[config.mk]
export PLATFORM = sky130hd
export DESIGN_NAME = mux_rr_sequencer
export DESIGN_NICKNAME = d
export VERILOG_FILES = /design/src/rtl/mux_rr_sequencer_pkg.sv /design/src/rtl/mux_rr_sequencer_rr_pick4.sv /design/src/rtl/mux_rr_sequencer.sv
export SDC_FILE = /design/constraint.sdc
export NUM_CORES = 1
export LEC_CHECK = 0
export ABC_AREA = 1
export BUFFER_PORTS_ARGS = -buffer_cell sky130_fd_sc_hd__clkbuf_2
export CAP_MARGIN = 5
export CORE_MARGIN = 2
export CORE_UTILIZATION = 47
export DETAILED_ROUTE_END_ITERATION = 10
export HOLD_SLACK_MARGIN = 0.15
export PLACE_DENSITY = 0.78
export SLEW_MARGIN = 20
export SYNTH_ARGS = -nofsm -noshare
export SYNTH_HDL_FRONTEND = slang
export SYNTH_SLANG_ARGS = --single-unit
[constraint.sdc]
create_clock -name clk -period 1.2 [get_ports clk]
set_input_delay 0.18 -clock clk [delete_from_list [all_inputs] [get_ports clk]]
set_output_delay 0.18 -clock clk [all_outputs]
set_load 0.005 [all_outputs]
[src/rtl/mux_rr_sequencer_pkg.sv]
// +----------------------------------------------------------------------+
// | mux_rr_sequencer_pkg : shared constants for the round-robin sequencer |
// | Revision: 1.0                                                         |
// +----------------------------------------------------------------------+
`default_nettype none

package mux_rr_sequencer_pkg;

  localparam int NUM_CH = 4;

  localparam logic [0:0] ST_IDLE  = 1'b0;
  localparam logic [0:0] ST_GRANT = 1'b1;

  localparam logic [1:0] CH_A = 2'd0;
  localparam logic [1:0] CH_B = 2'd1;
  localparam logic [1:0] CH_C = 2'd2;
  localparam logic [1:0] CH_D = 2'd3;

  function automatic logic [NUM_CH-1:0] onehot4(input logic [1:0] idx);
    logic [NUM_CH-1:0] v;
    v      = '0;
    v[idx] = 1'b1;
    return v;
  endfunction

endpackage

`default_nettype wire

[src/rtl/mux_rr_sequencer_rr_pick4.sv]
// +----------------------------------------------------------------------+
// | rr_pick4 : combinational round-robin pick, searching upward from     |
// |            last+1 modulo four                                         |
// | Revision: 1.0                                                         |
// +----------------------------------------------------------------------+
`default_nettype none

module rr_pick4
  import mux_rr_sequencer_pkg::*;
(
  input  logic [NUM_CH-1:0] req,
  input  logic [1:0]        last,
  output logic [1:0]        winner,
  output logic              any
);

  logic [1:0] idx;

  assign any = |req;

  // Walk from the farthest candidate back to last+1 so the nearest set bit wins.
  always_comb begin
    winner = last;
    idx    = '0;
    for (int i = NUM_CH - 1; i >= 0; i--) begin
      idx = last + 2'(i + 1);
      if (req[idx]) winner = idx;
    end
  end

endmodule

`default_nettype wire

[src/rtl/mux_rr_sequencer.sv]
// +----------------------------------------------------------------------+
// | mux_rr_sequencer : round-robin select/grant generator for a 4:1 mux  |
// |                    with per-grant dwell limit and valid/ready beats  |
// | Revision: 1.0                                                         |
// +----------------------------------------------------------------------+
`default_nettype none

module mux_rr_sequencer
  import mux_rr_sequencer_pkg::*;
#(
  parameter int DWELL = 4
) (
  input  logic              clk,
  input  logic              rst,
  input  logic [NUM_CH-1:0] REQ,
  input  logic              READY,
  output logic [1:0]        SEL,
  output logic [NUM_CH-1:0] GNT,
  output logic              VALID,
  output logic              RELEASE
);

  localparam int CW = $clog2(DWELL + 1);

  logic [0:0]    state;
  logic [1:0]    last;
  logic [CW-1:0] count;
  logic [1:0]    winner;
  logic          any;
  logic          req_sel;
  logic          accept;
  logic          at_limit;
  logic          rel;

  rr_pick4 u_pick (
    .req    (REQ),
    .last   (last),
    .winner (winner),
    .any    (any)
  );

  assign req_sel  = REQ[SEL];
  assign VALID    = (state == ST_GRANT) && req_sel;
  assign accept   = VALID && READY;
  assign at_limit = (count == CW'(DWELL - 1));
  // A dropped request ends the grant even if no beat was taken this cycle.
  assign rel      = (state == ST_GRANT) && (!req_sel || (accept && at_limit));

  always_ff @(posedge clk) begin
    if (rst) begin
      state   <= ST_IDLE;
      SEL     <= CH_A;
      GNT     <= '0;
      RELEASE <= 1'b0;
      count   <= '0;
      last    <= CH_D;
    end else begin
      RELEASE <= rel;
      if (state == ST_IDLE) begin
        if (any) begin
          state <= ST_GRANT;
          SEL   <= winner;
          GNT   <= onehot4(winner);
          count <= '0;
        end
      end else begin
        if (rel) begin
          state <= ST_IDLE;
          GNT   <= '0;
          last  <= SEL;
          count <= '0;
        end else if (accept) begin
          count <= count + CW'(1);
        end
      end
    end
  end

endmodule

`default_nettype wire
==> flow_metrics.py, run 1 <==
metrics = {
    "sta": {
        "relSlewSlack_pct": 81.4,
        "min_period_over_period_pct": 118,
        "finalHoldViolations": 0,
        "rsz0062_at_grt": "true",
        "skew_ns": 0.0127,
        "hold_ws_ns": 0.212,
        "worst_pin_slew_ns": 0.279,
        "period_needed_ns": 1.41,
        "final.setup.tns_ns": -0.816,
        "setup_violations": 11,
        "layout_setup_ws_ns": -0.212,
        "max_freq_mhz": 708,
        "finalMaxSlewViolations": 0,
    },
    "routing": {
        "post_drt_wl_per_cell_um": 13.3,
        "drt_wl_total_um": 2210,
        "top_layer": "met4",
        "dr_total_vias": 892,
        "drtPass1Iterations": 4,
        "wl_met3_um": 79,
        "met1_length_um": 832,
        "wl_met2_um": 1210,
        "drtAntennaViolNets": 0,
        "drc": 0,
        "routed_via_density": 5.37,
        "drt-initial-drc-count": 21,
    },
    "worst_hold_path": {
        "worstHoldEndpoint": "GNT[3]",
        "hold_path.startpoint": "rst",
        "holdPathStages": 2,
        "min_path_type": "in -> reg",
    },
    "yosys": {
        "synth_top_flop_cell": "dfxtp_1",
        "yosys_register_bits": 13,
        "synth-edff-count": 0,
        "async_flop_share_pct": 0,
        "synth_top_area_cell": "dfxtp_1",
        "synth_area_um2": 773,
        "syn-num-nets": 130,
        "yosysUniqueCellTypes": 15,
        "avgSynthCellArea_um2": 6.39,
        "yosysTopAreaCellShare_pct": 33.7,
        "ys_warn_count": 0,
        "yosysSeqAreaShare_pct": 33.7,
        "syn-instance-count": 121,
        "ys_top_cells_by_area": "dfxtp_1 (34%), nand2_1 (21%), nand3_1 (8.4%)",
    },
    "final_layout": {
        "diodes": 0,
        "multi_input_area_um2": 579,
        "mostFrequentLayoutCells": "nand2_1 (28), nand2_2 (19), clkbuf_2 (13)",
        "fillCellCount": 124,
        "seq_area_um2": 275,
        "syn_to_final_growth_pct": 49.8,
        "final_layout_size_suffix_gt1_share_pct": 53.3,
        "num-nets-final": 160,
        "layout_commonest_cell": "nand2_1",
    },
    "placed_design": {
        "io_buffers": 14,
        "gp_congestion": 0.809,
        "dpl_worst_slack_ns": -0.197,
        "dpl.hpwl_um": 1420,
    },
    "critical_path": {
        "ff2ff_path_depth": 12,
        "crit_path_end_kind": "output port",
        "worstSetupPathType": "reg -> out",
        "r2r_slack_ns": -0.10,
        "timing.rr.start": "last[0]",
        "crit_path_start_kind": "flop",
        "reg2reg_to": "GNT[1]",
        "worstPathArrival_ns": 1.23,
        "crit_fanout": 4,
        "required_ns": 1.02,
    },
    "pwr": {
        "vdd_drop_max_mv": 1.13,
        "intPower_mw": 0.992,
        "combPwrFrac_pct": 48.7,
        "power.switching_mw": 0.737,
        "p_per_area_nw_per_um2": 1490,
        "p_clk_share_pct": 16.9,
        "swShare_pct": 42.6,
        "power.leakage_nw": 0.595,
        "seqPwrFrac_pct": 34.4,
    },
    "grt": {
        "grt_max_degree": 12,
        "antenna_found_initial": 0,
        "grt_pass1_wl_um": 3260,
        "gr-total-overflow": 0,
        "track_usage_pct": 22.9,
        "grt_pass1_vias": 832,
    },
    "clock_tree": {
        "cts_root_buf": "clkbuf_4",
        "insertion_delay_ns": 0.30,
        "cts_inserted_buffers": 3,
        "cts_hold_buf": 0,
        "h-tree-depth": 1,
        "clkSinkCount": 13,
        "path_clk_slew_ns": 0.09,
        "cts_tree": "done",
        "clockBufferDepth": 2,
    },
    "floorplan": {
        "start_util_pct": 50.7,
        "dieArea_um2": 1990,
        "rows": 14,
        "ios": 15,
        "chipWidth_um": 44.6,
        "core_area_um2": 1520,
        "die_h_um": 44.6,
    },
    "flow_run": {
        "drv_cap": 0,
    },
    "run_status": {
        "violations": "negative setup slack",
        "status": "finished with violations",
    },
}
synth_stat cells (2+ instances only):
library cell and n:
nand2_1 43, dfxtp_1 13, inv_1 13, nand3_1 13
a21oi_1 10, nand2_2 8, o21ai_0 6, nor2_1 4
inv_2 3, ha_1 2, o211a_1 2
per-stage QoR:
step                      total power, mW  std cells  utilization, %  area, um2
after floorplan                      1.00        121               -        788
after global placement               1.21        160            62.6        953
after detailed placement             1.23        160            62.6        953
after CTS                            1.56        165            69.6       1060
after global routing                 1.84        166            76.0       1160
final                                1.73        166            76.0       1160
what timing repair did:
action / CTS / global route
pin swaps: 10 / 7
cloned: 0 / 0
endpoints found under the setup margin: 13 / 14
gates resized for setup: 29 / 27
setup buffers: 2 / 1
state kept, by name, summed over array words and instances (netlist names):
name     cells
last         2
state        1
RELEASE      1
GNT          4
SEL          2
count        3
worst max-delay path by stage:
stage / start / to / slack [ns] / cells after the start
2_1_floorplan: last[0] / SEL[0] / 0.004 / 12
3_5_place_dp: last[0] / SEL[1] / -0.20 / 11
5_1_grt: SEL[0] / VALID / -0.27 / 7
3_3_place_gp: last[0] / SEL[1] / -0.15 / 11
6_report: SEL[0] / VALID / -0.21 / 7
4_1_cts: SEL[0] / VALID / -0.19 / 7
cell type report:
class                      instances  area share (%)
multi-input combinational         89            50.0
sequential                        13            23.8
timing repair buffer              27            15.7
inverter                          17            6.59
clock buffer                       4            2.27
tap                               16            1.73
routing by layer:
| layer | vias up | track usage (%) |
|---|---|---|
| met1 | 415 | 23.6 |
| met3 | 8 | 2.45 |
| met2 | 24 | 45.2 |
| li1 | 445 | - |
| met5 | - | 0 |
| met4 | 0 | 9.70 |
cells by family after synthesis:
| family | after synthesis | share of synthesized area (%) |
|---|---|---|
| AO/OA/AOI/OAI | 19 | 13.6 |
| adder cells (fa/ha/maj) | 2 | 3.24 |
| buffers and inverters | 19 | 11.8 |
| flip-flops | 13 | 33.7 |
| AND/OR/NAND/NOR | 68 | 37.7 |
worst max-delay path, stage by stage, from the launching register on:
cell and delay, ns:
dfxtp_4 0.37, inv_4 0.06, nand2_2 0.04, nand3_2 0.08, nand2_4 0.07, nor2_4 0.12
buf_6 0.11, buf_6 0.08
power groups by stage:
stage               clock network [mW]  registers [mW]  logic [mW]
floorplan                            0           0.559       0.442
global placement                     0           0.557       0.654
detailed placement                   0           0.562       0.671
CTS                              0.269           0.576       0.711
global route                     0.309           0.603       0.931
finish                           0.293           0.594       0.842
No activity file was read; power rests on OpenSTA's default activity.
==> inputs of run 2 (changes only) <==
--- a/config.mk
+++ b/config.mk
@@ -12,7 +12,7 @@
 export CORE_UTILIZATION = 47
 export DETAILED_ROUTE_END_ITERATION = 10
 export HOLD_SLACK_MARGIN = 0.15
-export PLACE_DENSITY = 0.78
+export PLACE_DENSITY = 0.81
 export SLEW_MARGIN = 20
 export SYNTH_ARGS = -nofsm -noshare
 export SYNTH_HDL_FRONTEND = slang
==> run 2 against run 1 <==
Against the previous run:
- the flow still finishes with violations (negative setup slack)
- count of clock-buffer cells in the layout unchanged
- combinational power up 3.2%
- sequential share of layout area is 0.35 points higher
- final cell count up 0.60%
- sequential power down 3%
- worst hold slack better by 0.024 ns
- register-to-register slack worse by 0.16 ns
- flip-flop and latch count is the same
- fmax is 3.3% lower
- critical path type is now reg -> reg
- largest cell class unchanged
==> flow_metrics.py, run 2 (synthesized netlist as in run 1, its figures left out) <==
metrics = {
    "floorplan": {
        "rows": 14,
        "dieArea_um2": 1990,
        "ios": 15,
        "start_util_pct": 50.7,
        "die_h_um": 44.6,
        "core_area_um2": 1520,
        "chipWidth_um": 44.6,
    },
    "critical_path": {
        "worstPathArrival_ns": 1.61,
        "cp_slowest_cell": "dfxtp_2",
        "worst_path_largest_cell_delay_ns": 0.37,
        "crit_path_start_kind": "flop",
        "crit_path_end_kind": "flop",
        "crit_chain": "inv_2 -> nand2_2 -> nand3_2 -> nand2_2 -> buf_4 -> nand2_1 -> nand2_4 -> inv_2 -> a21oi_1 -> o21ai_0",
        "crit_fanout": 5,
        "crit_family": "simple AND/OR/NAND/NOR gates",
        "worst-path-buf-inv": 3,
        "required_ns": 1.35,
        "worstSetupPathType": "reg -> reg",
    },
    "routing": {
        "routed_via_density": 5.29,
        "post_drt_wl_per_cell_um": 12.6,
        "drtPass1Iterations": 4,
        "drc": 0,
        "drtAntennaViolNets": 0,
        "dr_total_vias": 883,
        "drt-initial-drc-count": 18,
        "drt_wl_total_um": 2110,
    },
    "sta": {
        "layout_setup_ws_ns": -0.260,
        "setup_violations": 13,
        "hold_ws_ns": 0.237,
        "final.setup.tns_ns": -2.05,
        "min_period_over_period_pct": 122,
        "worst_pin_slew_ns": 0.266,
        "rsz0062_at_grt": "true",
        "skew_ns": 0.0131,
        "finalMaxSlewViolations": 0,
        "period_needed_ns": 1.46,
        "relSlewSlack_pct": 82.1,
        "finalHoldViolations": 0,
        "max_freq_mhz": 685,
    },
    "grt": {
        "antenna_found_initial": 0,
        "grt_pass1_vias": 833,
        "track_usage_pct": 21.1,
        "gr-total-overflow": 0,
        "grt_max_degree": 12,
        "grt_pass1_wl_um": 3130,
    },
    "clock_tree": {
        "h-tree-depth": 1,
        "cts_root_buf": "clkbuf_4",
        "insertion_delay_ns": 0.29,
        "clkSinkCount": 13,
        "cts_inserted_buffers": 3,
        "clockBufferDepth": 2,
        "cts_tree": "done",
        "path_clk_slew_ns": 0.09,
        "cts_hold_buf": 0,
    },
    "placed_design": {
        "dpl.hpwl_um": 1340,
        "io_buffers": 14,
        "dpl_worst_slack_ns": -0.170,
        "gp_congestion": 0.823,
    },
    "final_layout": {
        "seq_area_um2": 269,
        "mostFrequentLayoutCells": "nand2_1 (29), nand2_2 (20), clkbuf_2 (13)",
        "largest_register_ffs": 4,
        "syn_to_final_growth_pct": 44.3,
        "final_layout_size_suffix_gt1_share_pct": 53.0,
        "reg_top3": "GNT (4), count (3)",
        "fillCellCount": 113,
        "diodes": 0,
        "regMostFlops": "GNT",
        "layout_commonest_cell": "nand2_1",
        "multi_input_area_um2": 537,
        "num-nets-final": 161,
    },
    "flow_run": {
        "drv_cap": 0,
    },
    "pwr": {
        "power.leakage_nw": 0.582,
        "vdd_drop_max_mv": 1.08,
        "p_per_area_nw_per_um2": 1550,
        "fin_total_pwr_mw": 1.73,
    },
    "run_status": {
        "violations": "negative setup slack",
        "status": "finished with violations",
    },
    "worst_hold_path": {
        "min_path_type": "in -> reg",
    },
}
-- run 2: cell types whose count changed in the layout (fill, tap and decap cells not counted), moves of 2 or more --
cell	change
dfxtp_4	-2
nand2_4	-2
ha_4	-2
inv_4	-2
nand3_2	+2
inv_2	+2
nand3_4	-2
-- run 2: path summary, 6_finish.rpt --
| check | cells after the start | from | endpoint | slack [ns] |
|---|---|---|---|---|
| max reg2reg | 10 | SEL[0] | last[0] | -0.26 |
| min | 2 | rst | GNT[0] | 0.24 |
| max | 10 | SEL[0] | last[0] | -0.26 |
| min reg2reg | 2 | GNT[0] | GNT[0] | 0.47 |
-- run 2: worst register-to-register path, delay by kind of cell, from the launching register on --
kind | cells | cell delay (ns)
AO/OA/AOI/OAI | 2 | 0.30
buffers and inverters | 3 | 0.23
flip-flops | 1 | 0.37
AND/OR/NAND/NOR | 5 | 0.43
-- run 2: layout make-up --
cell class                 instances  area share, %
sequential                        13           24.1
clock buffer                       4           2.35
inverter                          17           6.39
multi-input combinational         89           48.1
timing repair buffer              28           17.3
tap                               16           1.79
-- run 2: per-stage QoR --
step | instance area [um2] | util (%) | std cells
floorplan | 788 | - | 121
global placement | 931 | 61.1 | 157
detailed placement | 931 | 61.1 | 157
CTS | 1000 | 65.7 | 163
global route | 1120 | 73.2 | 167
finish | 1120 | 73.2 | 167
-- run 2: repair_timing --
item,CTS,global route
resized for setup,21,28
buffers inserted,3,4
pin swaps,6,14
endpoints found under the setup margin,12,13
-- run 2: routing by layer --
layer	vias up	GRT usage [%]	share of wire, %
met1	423	22.6	40
met2	11	38.8	56
met5	-	0	0
met3	2	4.08	2.5
met4	0	10.3	0.95
li1	447	-	-
-- run 2: power by group --
group          total, mW  internal (mW)  switching, mW  leakage (nW)
clock network      0.282          0.129          0.152        0.0150
registers          0.579          0.512         0.0669         0.108
logic              0.869          0.365          0.504         0.459
==> inputs of run 3 (changes only) <==
==> constraint.sdc (replaced) <==
create_clock -name clk -period 1.2 [get_ports clk]
set_input_delay 0.36 -clock clk [delete_from_list [all_inputs] [get_ports clk]]
set_output_delay 0.36 -clock clk [all_outputs]
set_load 0.005 [all_outputs]
==> run 3 against run 2 <==
Against the previous run:
- clock power increased by 6%
- flip-flop and latch count unchanged
- combinational power increased by 12%
- final cell count increased by 0.60%
- via count increased by 3.5%
- clock skew increased by 0.0025 ns
- critical path type is now reg -> out
- utilization increased by 6.4 points
- wire length increased by 21%
- count of clock-buffer cells in the layout unchanged
- the run still ends with negative setup slack left
- critical endpoint is now VALID
- global-route usage increased by 3.1 points
- sequential power increased by 3%
- die area unchanged
==> flow_metrics.py, run 3 (synthesized netlist as in run 1, its figures left out) <==
metrics = {
    "run_status": {
        "status": "finished with violations",
        "violations": "negative setup slack",
    },
    "placed_design": {
        "io_buffers": 14,
        "dpl_worst_slack_ns": -0.179,
        "gp_congestion": 0.785,
        "dp.cells": 158,
        "placed_cell_area_um2": 938,
        "dpl.hpwl_um": 1390,
    },
    "clock_tree": {
        "cts_root_buf": "clkbuf_4",
        "cts_tree": "done",
        "h-tree-depth": 1,
        "insertion_delay_ns": 0.30,
        "cts_inserted_buffers": 3,
        "path_clk_slew_ns": 0.10,
        "clkSinkCount": 13,
        "clockBufferDepth": 2,
    },
    "final_layout": {
        "multi_input_area_um2": 633,
        "num-nets-final": 162,
        "final_layout_size_suffix_gt1_share_pct": 61.2,
        "layout_commonest_cell": "nand2_2",
        "largest_register_ffs": 4,
        "diodes": 0,
        "final_area_um2": 1210,
        "reg_top3": "GNT (4), count (3)",
        "fin_cells": 168,
        "fillCellCount": 101,
        "syn_to_final_growth_pct": 57.0,
        "regMostFlops": "GNT",
        "mostFrequentLayoutCells": "nand2_2 (22), nand2_1 (21), buf_4 (14)",
        "seq_area_um2": 274,
    },
    "grt": {
        "track_usage_pct": 24.2,
        "gr-total-overflow": 0,
        "antenna_found_initial": 0,
        "grt_pass1_vias": 832,
        "grt_pass1_wl_um": 3470,
        "grt_max_degree": 12,
    },
    "routing": {
        "post_drt_wl_per_cell_um": 15.2,
        "drt_wl_total_um": 2550,
        "drt-initial-drc-count": 23,
        "routed_via_density": 5.44,
        "drtPass1Iterations": 4,
        "drc": 0,
        "dr_total_vias": 914,
        "drtAntennaViolNets": 0,
    },
    "sta": {
        "finalHoldViolations": 0,
        "relSlewSlack_pct": 83.3,
        "min_period_over_period_pct": 124,
        "finalMaxSlewViolations": 0,
        "period_needed_ns": 1.49,
        "max_freq_mhz": 672,
        "skew_ns": 0.0155,
        "worst_pin_slew_ns": 0.250,
        "rsz0062_at_grt": "true",
        "setup_violations": 14,
        "layout_setup_ws_ns": -0.288,
    },
    "critical_path": {
        "worstPathArrival_ns": 1.13,
        "crit_path_start_kind": "flop",
        "worstSetupPathType": "reg -> out",
        "cp_slowest_cell": "dfxtp_2",
        "worst_path_largest_cell_delay_ns": 0.36,
        "crit_fanout": 4,
        "crit_path_end_kind": "output port",
        "required_ns": 0.84,
        "crit_top_cell": "nand2_2",
        "ff2ff_path_depth": 10,
        "crit_chain": "inv_2 -> nand2_2 -> nand3_2 -> nand2_2 -> nor2_2 -> buf_2",
    },
    "floorplan": {
        "die_h_um": 44.6,
        "chipWidth_um": 44.6,
        "rows": 14,
        "dieArea_um2": 1990,
        "core_area_um2": 1520,
        "ios": 15,
        "start_util_pct": 50.7,
    },
    "pwr": {
        "vdd_drop_max_mv": 1.33,
        "p_per_area_nw_per_um2": 1540,
        "power.leakage_nw": 0.619,
        "fin_total_pwr_mw": 1.87,
    },
    "worst_hold_path": {
        "min_path_type": "in -> reg",
        "holdPathStages": 2,
    },
    "flow_run": {
        "drv_cap": 0,
    },
}
[run 3: changes by cell type in the layout (fill, tap and decap cells not counted), moves of 3 or more]
cell and delta:
o21ai_2 +3, buf_6 -3, nand2_1 -8, buf_4 +3, nand2_4 +6
[run 3: cell type report]
| cell class | instances | area share (%) |
|---|---|---|
| Multi-Input combinational cell | 89 | 52.2 |
| Sequential cell | 13 | 22.6 |
| Timing Repair Buffer | 29 | 15.4 |
| Inverter | 17 | 6.08 |
| Clock buffer | 4 | 2.16 |
| Tap cell | 16 | 1.65 |
[run 3: repair_timing]
action | 4_1_cts | 5_1_grt
hold buffers | 0 | 0
hold endpoints to repair | 0 | 0
buffers inserted | 6 | 2
resized for setup | 38 | 31
endpoints found under the setup margin | 14 | 14
pin swaps | 17 | 5
[run 3: worst paths after layout]
| path | from | to | slack, ns |
|---|---|---|---|
| max | SEL[0] | VALID | -0.29 |
| min | rst | state | 0.39 |
| max reg2reg | SEL[0] | GNT[3] | -0.20 |
| min reg2reg | GNT[0] | GNT[0] | 0.49 |
[run 3: per-stage QoR]
stage / hold slack [ns] / TNS [ns] / util, %
6_report: 0.394 / -1.92 / 79.6
5_1_grt: 0.401 / -2.81 / 79.6
4_1_cts: 0.391 / -0.881 / 71.8
3_5_place_dp: 0.456 / -1.95 / 61.6
3_3_place_gp: 0.455 / -1.48 / 61.6
2_1_floorplan: 0.460 / 0 / -
[run 3: critical path, delay by kind of cell (launching register included)]
family	cells	cell delay, ns
buf+inv	2	0.20
simple gates	4	0.27
flops	1	0.36
[run 3: where the power goes]
| group | total (mW) | leakage [nW] | switching, mW | internal [mW] |
|---|---|---|---|---|
| Sequential | 0.598 | 0.108 | 0.0850 | 0.513 |
| Combinational | 0.974 | 0.496 | 0.570 | 0.404 |
| Clock | 0.300 | 0.0150 | 0.170 | 0.130 |
| Total | 1.87 | 0.619 | 0.825 | 1.05 |
[run 3: layer usage]
metal | GRT usage (%) | routed length (um) | vias to the layer above
met2 | 44.9 | 1480 | 27
met5 | 0 | 0 | -
met4 | 8.48 | 74 | 0
li1 | - | - | 455
met1 | 26.1 | 924 | 422
met3 | 6.12 | 76 | 10
